--- src/rtl/result_drain.sv ---
// result_drain: snapshots the systolic array results on a done rising edge and streams them row-major over valid/ready.
// Define RESULT_DRAIN_SAT_EN to saturate each word to OUT_WIDTH and track sat_flag; otherwise words are truncated.
module result_drain #(
  parameter int ACC_WIDTH = 16,
  parameter int OUT_WIDTH = 8,
  parameter int WIDTH     = 4,
  parameter int HEIGHT    = 4,
  localparam int N        = HEIGHT * WIDTH,
  localparam int IW       = $clog2(N)
) (
  input  logic                       clk,
  input  logic                       rst,
  input  logic                       done,
  input  logic [N*ACC_WIDTH-1:0]     result_in,
  output logic                       busy,
  output logic                       out_valid,
  input  logic                       out_ready,
  output logic [OUT_WIDTH-1:0]       out_data,
  output logic [IW-1:0]              out_index,
  output logic                       out_last,
  output logic                       overrun,
  output logic                       sat_flag
);
  typedef enum logic {IDLE, STREAM} state_t;
  state_t                 r_state, w_next;
  logic                   r_done_d, r_overrun;
  logic [IW-1:0]          r_idx;
  logic [ACC_WIDTH-1:0]   r_shadow [N];
  logic                   w_rise, w_xfer, w_last_idx, w_capture;
  logic [ACC_WIDTH-1:0]   w_acc;
  logic [OUT_WIDTH-1:0]   w_word;
  assign w_rise     = done & ~r_done_d;
  assign w_capture  = (r_state == IDLE) & w_rise;
  assign w_xfer     = out_valid & out_ready;
  assign w_last_idx = r_idx == IW'(N - 1);
  assign w_acc      = r_shadow[r_idx];
  always_ff @(posedge clk or posedge rst)
    if (rst) r_state <= IDLE;
    else     r_state <= w_next;
  always_comb begin
    w_next = r_state;
    if (r_state == IDLE) w_next = w_rise ? STREAM : IDLE;
    else                 w_next = (w_xfer & w_last_idx) ? IDLE : STREAM;
  end
  always_comb begin
    busy      = r_state == STREAM;
    out_valid = busy;
    out_data  = busy ? w_word : '0;
    out_index = r_idx;
    out_last  = busy & w_last_idx;
    overrun   = r_overrun;
  end
  always_ff @(posedge clk or posedge rst)
    if (rst) begin
      r_done_d  <= 1'b0;
      r_overrun <= 1'b0;
      r_idx     <= '0;
      r_shadow  <= '{default: '0};
    end else begin
      r_done_d  <= done;
      r_overrun <= busy & w_rise;
      if (w_capture) begin
        for (int k = 0; k < N; k++) r_shadow[k] <= result_in[k*ACC_WIDTH +: ACC_WIDTH];
        r_idx <= '0;
      end else if (w_xfer) r_idx <= w_last_idx ? '0 : r_idx + 1'b1;
    end
`ifdef RESULT_DRAIN_SAT_EN
  logic w_over, r_sat;
  assign w_over   = (w_acc >> OUT_WIDTH) != '0;
  assign w_word   = w_over ? '1 : OUT_WIDTH'(w_acc);
  // flag shows the word on display immediately and latches once it is transferred
  assign sat_flag = r_sat | (busy & w_over);
  always_ff @(posedge clk or posedge rst)
    if (rst)                  r_sat <= 1'b0;
    else if (w_capture)       r_sat <= 1'b0;
    else if (w_xfer & w_over) r_sat <= 1'b1;
`else
  assign w_word   = OUT_WIDTH'(w_acc);
  assign sat_flag = 1'b0;
`endif
endmodule

--- config.mk ---
export PLATFORM = sky130hd
export DESIGN_NAME = result_drain
export DESIGN_NICKNAME = d
export VERILOG_FILES = /design/src/rtl/result_drain.sv
export SDC_FILE = /design/constraint.sdc
export NUM_CORES = 1
export LEC_CHECK = 0
export ABC_CLOCK_PERIOD_IN_PS = 3700
export BUFFER_PORTS_ARGS = -buffer_cell sky130_fd_sc_hd__buf_2
export CAP_MARGIN = 20
export CORE_MARGIN = 5
export CORE_UTILIZATION = 44
export CTS_BUF_LIST = sky130_fd_sc_hd__clkbuf_2
export CTS_CLUSTER_SIZE = 14
export DETAILED_ROUTE_END_ITERATION = 12
export HOLD_SLACK_MARGIN = 0.15
export PLACE_DENSITY = 0.79
export SETUP_SLACK_MARGIN = 0.4
export SYNTH_ARGS = -nofsm -noshare
export SYNTH_HDL_FRONTEND = slang
export SYNTH_SLANG_ARGS = --single-unit
export TNS_END_PERCENT = 20
--- constraint.sdc ---
create_clock -name clk -period 3.7 [get_ports clk]
set_clock_uncertainty 0.1 [all_clocks]
set_input_delay 0.37 -clock clk [delete_from_list [all_inputs] [get_ports clk]]
set_output_delay 0.37 -clock clk [all_outputs]
set_load 0.02 [all_outputs]
==> results of run 1 <==
## registers in the layout, indices dropped and copies added, names as in the netlist
name	cells
r_shadow	128
out_index	4
busy	1
overrun	1
r_done_d	1
## per-stage QoR
stage | instances | total power (W) | worst slack, ps
floorplan | 393 | 0.00441 | 1430
global placement | 694 | 0.00506 | 952
detailed placement | 694 | 0.00518 | 934
CTS | 856 | 0.00617 | 369
global route | 857 | 0.00656 | 322
finish | 858 | 0.00614 | 515
## routing by layer
layer	up-vias	part of all wire [%]
met5	-	0
met4	0	2.3
met3	27	5.6
met2	139	50
met1	2207	43
li1	2012	-
## placed cells by master, fill, tap and decap left out
cell,instances
buf_2,147
buf_12,2
nand3b_1,1
mux4_2,24
buf_6,1
o2111ai_1,1
buf_4,1
and2_1,1
o22ai_1,1
dfrtp_4,2
a221oi_1,8
clkinvlp_4,4
o21ai_0,17
a21o_1,1
clkinv_1,3
mux2_2,63
nor2b_1,1
nand3_1,4
dfrtp_1,133
diode_2,1
inv_1,1
ha_1,1
nor3b_4,1
o21ai_1,1
clkinv_2,2
clkbuf_2,19
nor2_1,2
mux2_1,65
mux2i_1,24
conb_1,1
nand2_1,4
nor3b_1,1
xor2_1,1
dlygate4sd3_1,132
nand2b_1,1
bufinv_16,3
nand4_1,2
buf_8,1
## final timing paths
path                                     start       endpoint  slack [ps]  cells after the start
worst max-delay path              out_index[0]    out_data[2]         510                      5
worst min-delay path                       rst   r_shadow[99]         300                      4
worst max register to register            busy  r_shadow[242]        1540                      3
worst min register to register    r_shadow[82]   r_shadow[82]         410                      1
max in group asynchronous                  rst   out_index[1]        2580                      4
min in group clk                result_in[176]   r_shadow[64]         320                      3
## cell families (layout without fill, tap and decap cells)
logic type	Yosys count	after routing	synth area share [%]
other	1	2	0.0614
DFF	135	135	55.3
and+or+nand+nor	18	18	1.76
xor gates and xnor gates	1	1	0.143
AOI/OAI and AO/OA	29	29	2.99
muxes	176	176	36.4
adders and majority gates	1	1	0.205
buffers and inverters	32	316	3.17
## synth_stat cells, types with 3 or more instances
cell type	instances
dfrtp_1	135
o21ai_0	17
clkbuf_1	3
nand3_1	4
mux2_2	63
buf_2	11
a221oi_1	8
mux2i_1	24
buf_4	14
nand2_1	4
mux4_2	24
mux2_1	65
## worst max-delay path, cell delays in order, from the launching register on
cell	delay, ps
dfrtp_1	500
buf_6	320
mux4_2	570
mux2i_1	260
o21ai_0	170
buf_2	190
## where the power goes
group	switching (W)	internal, W
logic	0.00116	0.00140
registers	0.000499	0.00220
clock network	0.000512	0.000365
total	0.00217	0.00397
## area by class of cell
cell class	count	area share (%)
Inverter	2	0.132
Multi-Input combinational cell	226	29.8
Antenna cell	1	0.0294
Tap cell	180	2.64
Clock buffer	19	1.12
Timing Repair Buffer	284	25.0
Clock inverter	11	1.57
Sequential cell	135	39.7
## repair_timing
| item | CTS | global route |
|---|---|---|
| hold buffers | 132 | 0 |
| setup buffers | 0 | 1 |
| setup endpoints to repair | 8 | 8 |
| endpoints found under the hold margin | 270 | 0 |
| gates resized for setup | 2 | 1 |
==> run summary, run 1 <==
The flow ran to the end, and the final reports show no timing, DRC or antenna violations. The run gives 0 as the warning count from the yosys run. The instance count of the mapped netlist is 393. Number of core rows: 43.

The sequential cells in the finished layout cover a total of 3390 sq um. Global routing used 24.8% of the available met1 tracks. The count of fill cells added during filler insertion was 1011; the maximum number of pins on one net before global-route repair was 136.

The initial cell density of the core is 44.4%. Summed over all layers, the global routing overflow is 0. Port buffering added 147 buffers. The number of nets handed over by synthesis was 654.

Of all flip-flops after synthesis, the portion carrying an async set or reset was 100%. TritonCTS built the clock tree. Worst slew slack as a fraction of its limit: 49.4%. The total wire length after detailed routing was 15800 um; the number of enable-type register cells in the synthesized netlist was 0. The standard cell core area was 13800 sq um; the worst-path maximum fanout was 24.

For the antenna violation net count after detailed routing, the log shows 0. Final weighted congestion in routability-driven placement: 0.738. Overall track demand over capacity in global routing: 20.0%. The tree is rooted in a clkbuf_2. The met2 global-route usage was 33.7%. In this run the count of I/O pins placed on the die edge is 277. Sorting the synthesized cells by area gives the leading types as dfrtp_1, mux2_1, mux2_2, mux4_2, mux2i_1. After synthesis, the mean cell area works out to 15.5 sq um. The run gives 296 ps as the worst hold margin. In the routed design, unresolved DRC markers number 0. The kind of path behind the tightest hold check is in2async. Clock latency on the worst-skew pair: 680 ps. From left edge to right edge, the die measures 128 um. The detailed-route wire length per cell was 18.4 um.

The worst setup path is captured at an output pin. The number of global-route vias before repair came out at 4790. Total negative setup slack: 0 ps. The tools report the kind of start point of the critical path as a flop.

The routed layout has 4385 vias. The multi-input gate area in the final layout was 2540 sq um. In the finished design, the share of the clock period the worst path needs comes to 86.1%. In this run, CTS created clock tree buffers numbering 17. The final cell utilization of the core was 61.9%; the ratio of routed vias to standard cells was 5.11. The first global-routing pass estimated 25100 um of wire. The time the final worst path needs with I/O delays and setup was 3190 ps; the total count of max-transition violations in the final report was 0. After the first detailed-routing iteration, the DRC count stood at 214. The H-tree generated during clock tree synthesis spans 4 levels. In this run the static leakage power is 3.79 nW.

After routing the design area is 8520 sq um. VDD sags by at most 0.357 mV. The pre-antenna-repair detailed-routing pass consisted of 4 iterations. The final count of negative-setup-slack endpoints came out at 0.

The clock slew seen by the registers of the worst setup and hold paths was 200 ps. The biggest area consumer among synthesized cells is dfrtp_1. Busiest layer in global routing: met2. The tools report the initial antenna violation count as 0. For the worst setup path, the data required time is 3230 ps. The cell area that synthesis handed to floorplanning was 6110 sq um. The layout-stage area growth over the synthesis result was 39.5%. The post-detailed-placement half-perimeter wirelength is 9540 um, and the number of buffers on the longest clock path is 2. From bottom edge to top edge, the die measures 128 um. The logs give 135 for the total clock sinks and 6950 sq um for the placed instance area. The power density over the cells came out at 720 nW/um^2. Met3 capacity usage during global routing: 5.75%. Setup repair after global routing could not meet its margin everywhere. For the pin with the worst max-slew slack, the measured transition is 759 ps. Yosys mapped the design onto 30 distinct sky130hd cell types. After synthesis the netlist holds a flip-flop and latch count of 135. The tools report the final hold violation count as 0. For the overall die area, the log shows 16300 sq um.

The category of the critical setup timing path is reg2out. Proportion of synthesized chip area in sequential cells: 55.3%. For the max-capacitance violation count, the log shows 0. In the synthesized netlist the dominant register cell turns out to be dfrtp_1. The synthesized design devotes to its leading area cell type 55.3% of total area.

Data arrives at the worst endpoint at 2720 ps. The final layout net count was 927; the fraction of layout instances using a drive strength above 1 was 39.9%. The tools report the highest attainable clock frequency as 314 MHz.
(Power assumes the default switching activity.)
==> run 2: changes to the inputs <==
- ABC_AREA: unset -> 1
- CORE_UTILIZATION: 44 -> 45
- CTS_CLUSTER_SIZE: 14 -> 10
==> run 2 against run 1 <==
  * Via count rose by 43%
  * Synthesized area rose by 6.7%
  * Global-route usage rose by 4.3 points
  * Count of clock-buffer cells in the layout did not move
  * Wire length rose by 27%
  * Combinational power rose by 2%
  * Highest routed layer unchanged
==> run summary, run 2 <==
The tools report the final count of negative-setup-slack endpoints as 0 (unchanged). The max-capacitance violation count came out at 0 (unchanged). The number of port buffers came out at 147 (unchanged). The tools report the maximum resistive drop on vdd as 0.363 mV (was 0.357 mV). The run gives 720 ps (was 680 ps) as the clock latency on the worst-skew pair. Commonest cells post-synth: nor2_1, dfrtp_1, nand2_1 (was dfrtp_1, mux2_1, mux2_2). The root cell of the clock tree is clkbuf_2 (unchanged). The standard cell core area is 14400 sq um (was 13800 sq um), and the antenna violation net count after detailed routing is 0 (unchanged). The buffering stage count on the worst path with inverters included is 3 (was 2). Most repeated cell in the gate-level netlist after synthesis: nor2_1 (was dfrtp_1).

The final routed DRC violation total is 0 (unchanged). The total clock sinks was 135 (unchanged); the total wire length after detailed routing was 20100 um (was 15800 um). Final hold violation count: 0 (unchanged).

The run gives 22 (was 30) as the number of distinct library cells after synthesis. The fraction of synthesized cell area taken by the top area cell type works out to 51.8% (was 55.3%). For the share of power burned in combinational logic, the log shows 45.1% (was 41.7%).

Fraction of synthesized cell area in xor and xnor cells: 0.269% (was 0.143%). The cell internal power dissipation was 0.00338 W (was 0.00397 W); the ratio of routed vias to standard cells was 4.94 (was 5.11). The category of the critical setup timing path is reg2out (unchanged).

The run gives 0.00581 W (was 0.00614 W) as the overall power consumption. The warning count from the yosys run came out at 0 (unchanged). The post-synthesis compound-gate area fraction works out to 9.40% (was 2.99%).

The worst hold margin was 235 ps (was 296 ps); the overall die area was 17000 sq um (was 16300 sq um). Cell Chain, Critical Path: inv_1, buf_4, nand2_1, nand3_1, nand3_1, nand3_1, a21oi_1, buf_2 (was buf_6, mux4_2, mux2i_1, o21ai_0, buf_2). The mux contribution to synthesized area came out at 4.15% (was 36.4%).

The share of flip-flops with an asynchronous set or reset after synthesis came out at 100% (unchanged). The number of vias after detailed routing was 6277 (was 4385); the netlist area before placement was 6520 sq um (was 6110 sq um). The fraction of layout instances using a drive strength above 1 is 19.7% (was 39.9%). The most common cell after layout, fill and taps aside is buf_2 (unchanged). The number of inserted diodes is 0 (was 1).

The post-route fraction of the period consumed by the critical path was 84.9% (was 86.1%). The total iterations of the first detailed-routing run was 6 (was 4). The total nets after synthesis came out at 1081 (was 654). The flip-flop count of the largest register, all copies and words added is 128 (unchanged). The most used flip-flop cell after synthesis was dfrtp_1 (unchanged). The run gives 2670 ps (was 2720 ps) as the data arrival at the endpoint of the critical path. The leakage power total came out at 4.65 nW (was 3.79 nW). The overall die width was 130 um (was 128 um); the number of global-route vias before repair was 6258 (was 4790). The total setup buffers inserted after CTS is 0 (unchanged), and the final weighted congestion in routability-driven placement is 0.845 (was 0.738). The number of storage elements in the synthesis netlist was 135 (unchanged); the overall track demand over capacity in global routing was 24.3% (was 20.0%).

The number of H-tree branching levels came out at 4 (unchanged). The initial antenna violation count was 0 (unchanged); the number of buffers inserted during clock tree synthesis was 17 (unchanged). The tools report the capturing element type of the critical path as an output pin (unchanged). The adder-cell share of the synthesized area was 0.192% (was 0.205%); the time the final worst path needs with I/O delays and setup was 3140 ps (was 3190 ps). The initial cell density of the core was 45.4% (was 44.4%); the number of buffers on the longest clock path was 2 (unchanged).

The sequential power share is 39.3% (was 44.0%), and the peak per-stage delay on the critical path is 450 ps (was 570 ps). Kind of path behind the tightest hold check: in2async (unchanged). The number of enable-type register cells in the synthesized netlist was 0 (unchanged); the average cell area after synthesis was 7.95 sq um (was 15.5 sq um). Global-route wire length before repair: 31500 um (was 25100 um). The fraction of power consumed by the clock network was 15.6% (was 14.3%).

The family with the most delay on the worst path was buffers and inverters (was multiplexers). Maximum number of pins on one net before global-route repair: 90 (was 136). The number of core rows was 44 (was 43); the proportion of synthesized chip area in sequential cells was 51.8% (was 55.3%).

The largest family of logic cells by synthesized area is simple AND/OR/NAND/NOR gates (was multiplexers). The slowest cell on the critical path is dfrtp_2 (was mux4_2). The cell that appears most often on the critical path is nand3_1. Post-detailed-placement half-perimeter wirelength: 12800 um (was 9540 um).

The logs give 0 (unchanged) for the aggregate global routing overflow and 3230 ps (about the same) for the required arrival time at the worst endpoint. The actual transition at the worst max-transition pin was 841 ps (was 759 ps); the total negative setup slack was 0 ps (unchanged). The flow ran to the end, and the final reports show no timing, DRC or antenna violations. The simple-gate share of the synthesized area was 23.1% (was 1.76%); the highest attainable clock frequency was 318 MHz (was 314 MHz). The vertical die dimension works out to 130 um (was 128 um).

The clock slew seen by the registers of the worst setup and hold paths came out at 190 ps (was 200 ps). TritonCTS built the clock tree. The number of top-level pins came out at 277 (unchanged).

The final layout net count was 1336 (was 927); the worst-path maximum fanout was 26 (was 24). Detailed-route wire length per cell: 15.8 um (was 18.4 um). The kind of start point of the critical path is a flop (unchanged). The power density over the cells works out to 657 nW/um^2 (was 720 nW/um^2).

Setup repair after global routing could not meet its margin everywhere. The logs give 0 (unchanged) for the total count of max-transition violations in the final report and 0.00243 W (was 0.00217 W) for the net load switching power. Leading cell types in the layout, fill and taps excluded: buf_2, nor2_1, dfrtp_1, nand2_1, dlygate4sd3_1 (was buf_2, dfrtp_1, dlygate4sd3_1, mux2_1, mux2_2). The switching share of power works out to 41.8% (was 35.3%).

The register containing the most flip-flops in the final layout is r_shadow (unchanged). Largest cells by area after synthesis: dfrtp_1, a21oi_1, nor2_1, nand2_1, nand3_1 (was dfrtp_1, mux2_1, mux2_2, mux4_2, mux2i_1). DRC marker count from the first detailed-route iteration: 464 (was 214). The biggest area consumer among synthesized cells is dfrtp_1 (unchanged). The run gives 820 (was 393) as the instance count of the mapped netlist.

The layout-stage area growth over the synthesis result is 35.6% (was 39.5%), and the worst slew slack as a fraction of its limit is 43.9% (was 49.4%).
run 2: changes by cell type after synthesis, moves of 8 or more:
cell / previous run / this run
mux2_2: 63 / 23
nand3_1: 4 / 91
a21oi_1: 0 / 113
nand2_1: 4 / 133
buf_2: 11 / 35
o21ai_0: 17 / 5
mux2_1: 65 / 1
a221oi_1: 8 / 0
nor2_1: 2 / 145
inv_1: 2 / 108
buf_4: 14 / 6
mux2i_1: 24 / 0
mux4_2: 24 / 0
run 2: through the flow:
| stage | cells | setup WS, ps | utilization, % | area, sq um |
|---|---|---|---|---|
| after floorplan | 820 | 1550 | - | 6520 |
| after global placement | 1109 | 1350 | 50.8 | 7300 |
| after detailed placement | 1109 | 1360 | 50.8 | 7300 |
| after CTS | 1271 | 552 | 61.5 | 8840 |
| after global routing | 1271 | 379 | 61.5 | 8840 |
| final | 1271 | 558 | 61.5 | 8840 |
run 2: path summary, 6_finish.rpt:
check	from	end	slack, ps	cells past startpoint
min in group clk	done	r_done_d	270	2
worst min-delay path	rst	r_shadow[192]	240	3
worst max-delay path	out_index[0]	out_data[2]	560	8
worst min register to register	r_shadow[50]	r_shadow[50]	420	2
worst max register to register	busy	r_shadow[118]	1630	4
max in group asynchronous	rst	out_index[0]	2370	4
run 2: final cells by class:
class | count | area (sq um)
Clock buffer | 19 | 95.1
Clock inverter | 12 | 135
Fill cell | 1199 | 5530
Inverter | 112 | 424
Multi-Input combinational cell | 520 | 2430
Sequential cell | 135 | 3380
Tap cell | 184 | 230
Timing Repair Buffer | 289 | 2140
run 2: layer usage:
layer	global-route usage [%]	wire, um	vias to the layer above
met4	10.2	719	0
met2	40.2	9790	246
met1	31.1	8280	2907
met3	5.33	1300	52
met5	0.588	0	-
li1	-	-	3072
run 2: what timing repair did:
item	CTS	global route
gates resized for setup	0	0
hold buffers	131	0
endpoints found under the setup margin	0	3
endpoints found under the hold margin	170	0
run 2: tightest hold or removal path: stages:
cell and delay [ps]:
dlygate4sd3_1 540, buf_2 140, clkinvlp_4 540
run 2: logic make-up (layout without fill, tap and decap cells):
kind of cell,Yosys count,count (layout)
other cells,1,1
mux,24,24
compound gates,122,122
xor+xnor,2,2
flops,135,135
simple gates,370,370
buf+inv,165,432
fa+ha+maj,1,1
run 2: power groups by stage:
stage | combinational [W] | clock, W | sequential, W
final | 0.00262 | 0.000907 | 0.00228
after global routing | 0.00291 | 0.000986 | 0.00234
after CTS | 0.00259 | 0.000910 | 0.00227
after detailed placement | 0.00248 | 0 | 0.00231
after global placement | 0.00242 | 0 | 0.00229
after floorplan | 0.00178 | 0 | 0.00228
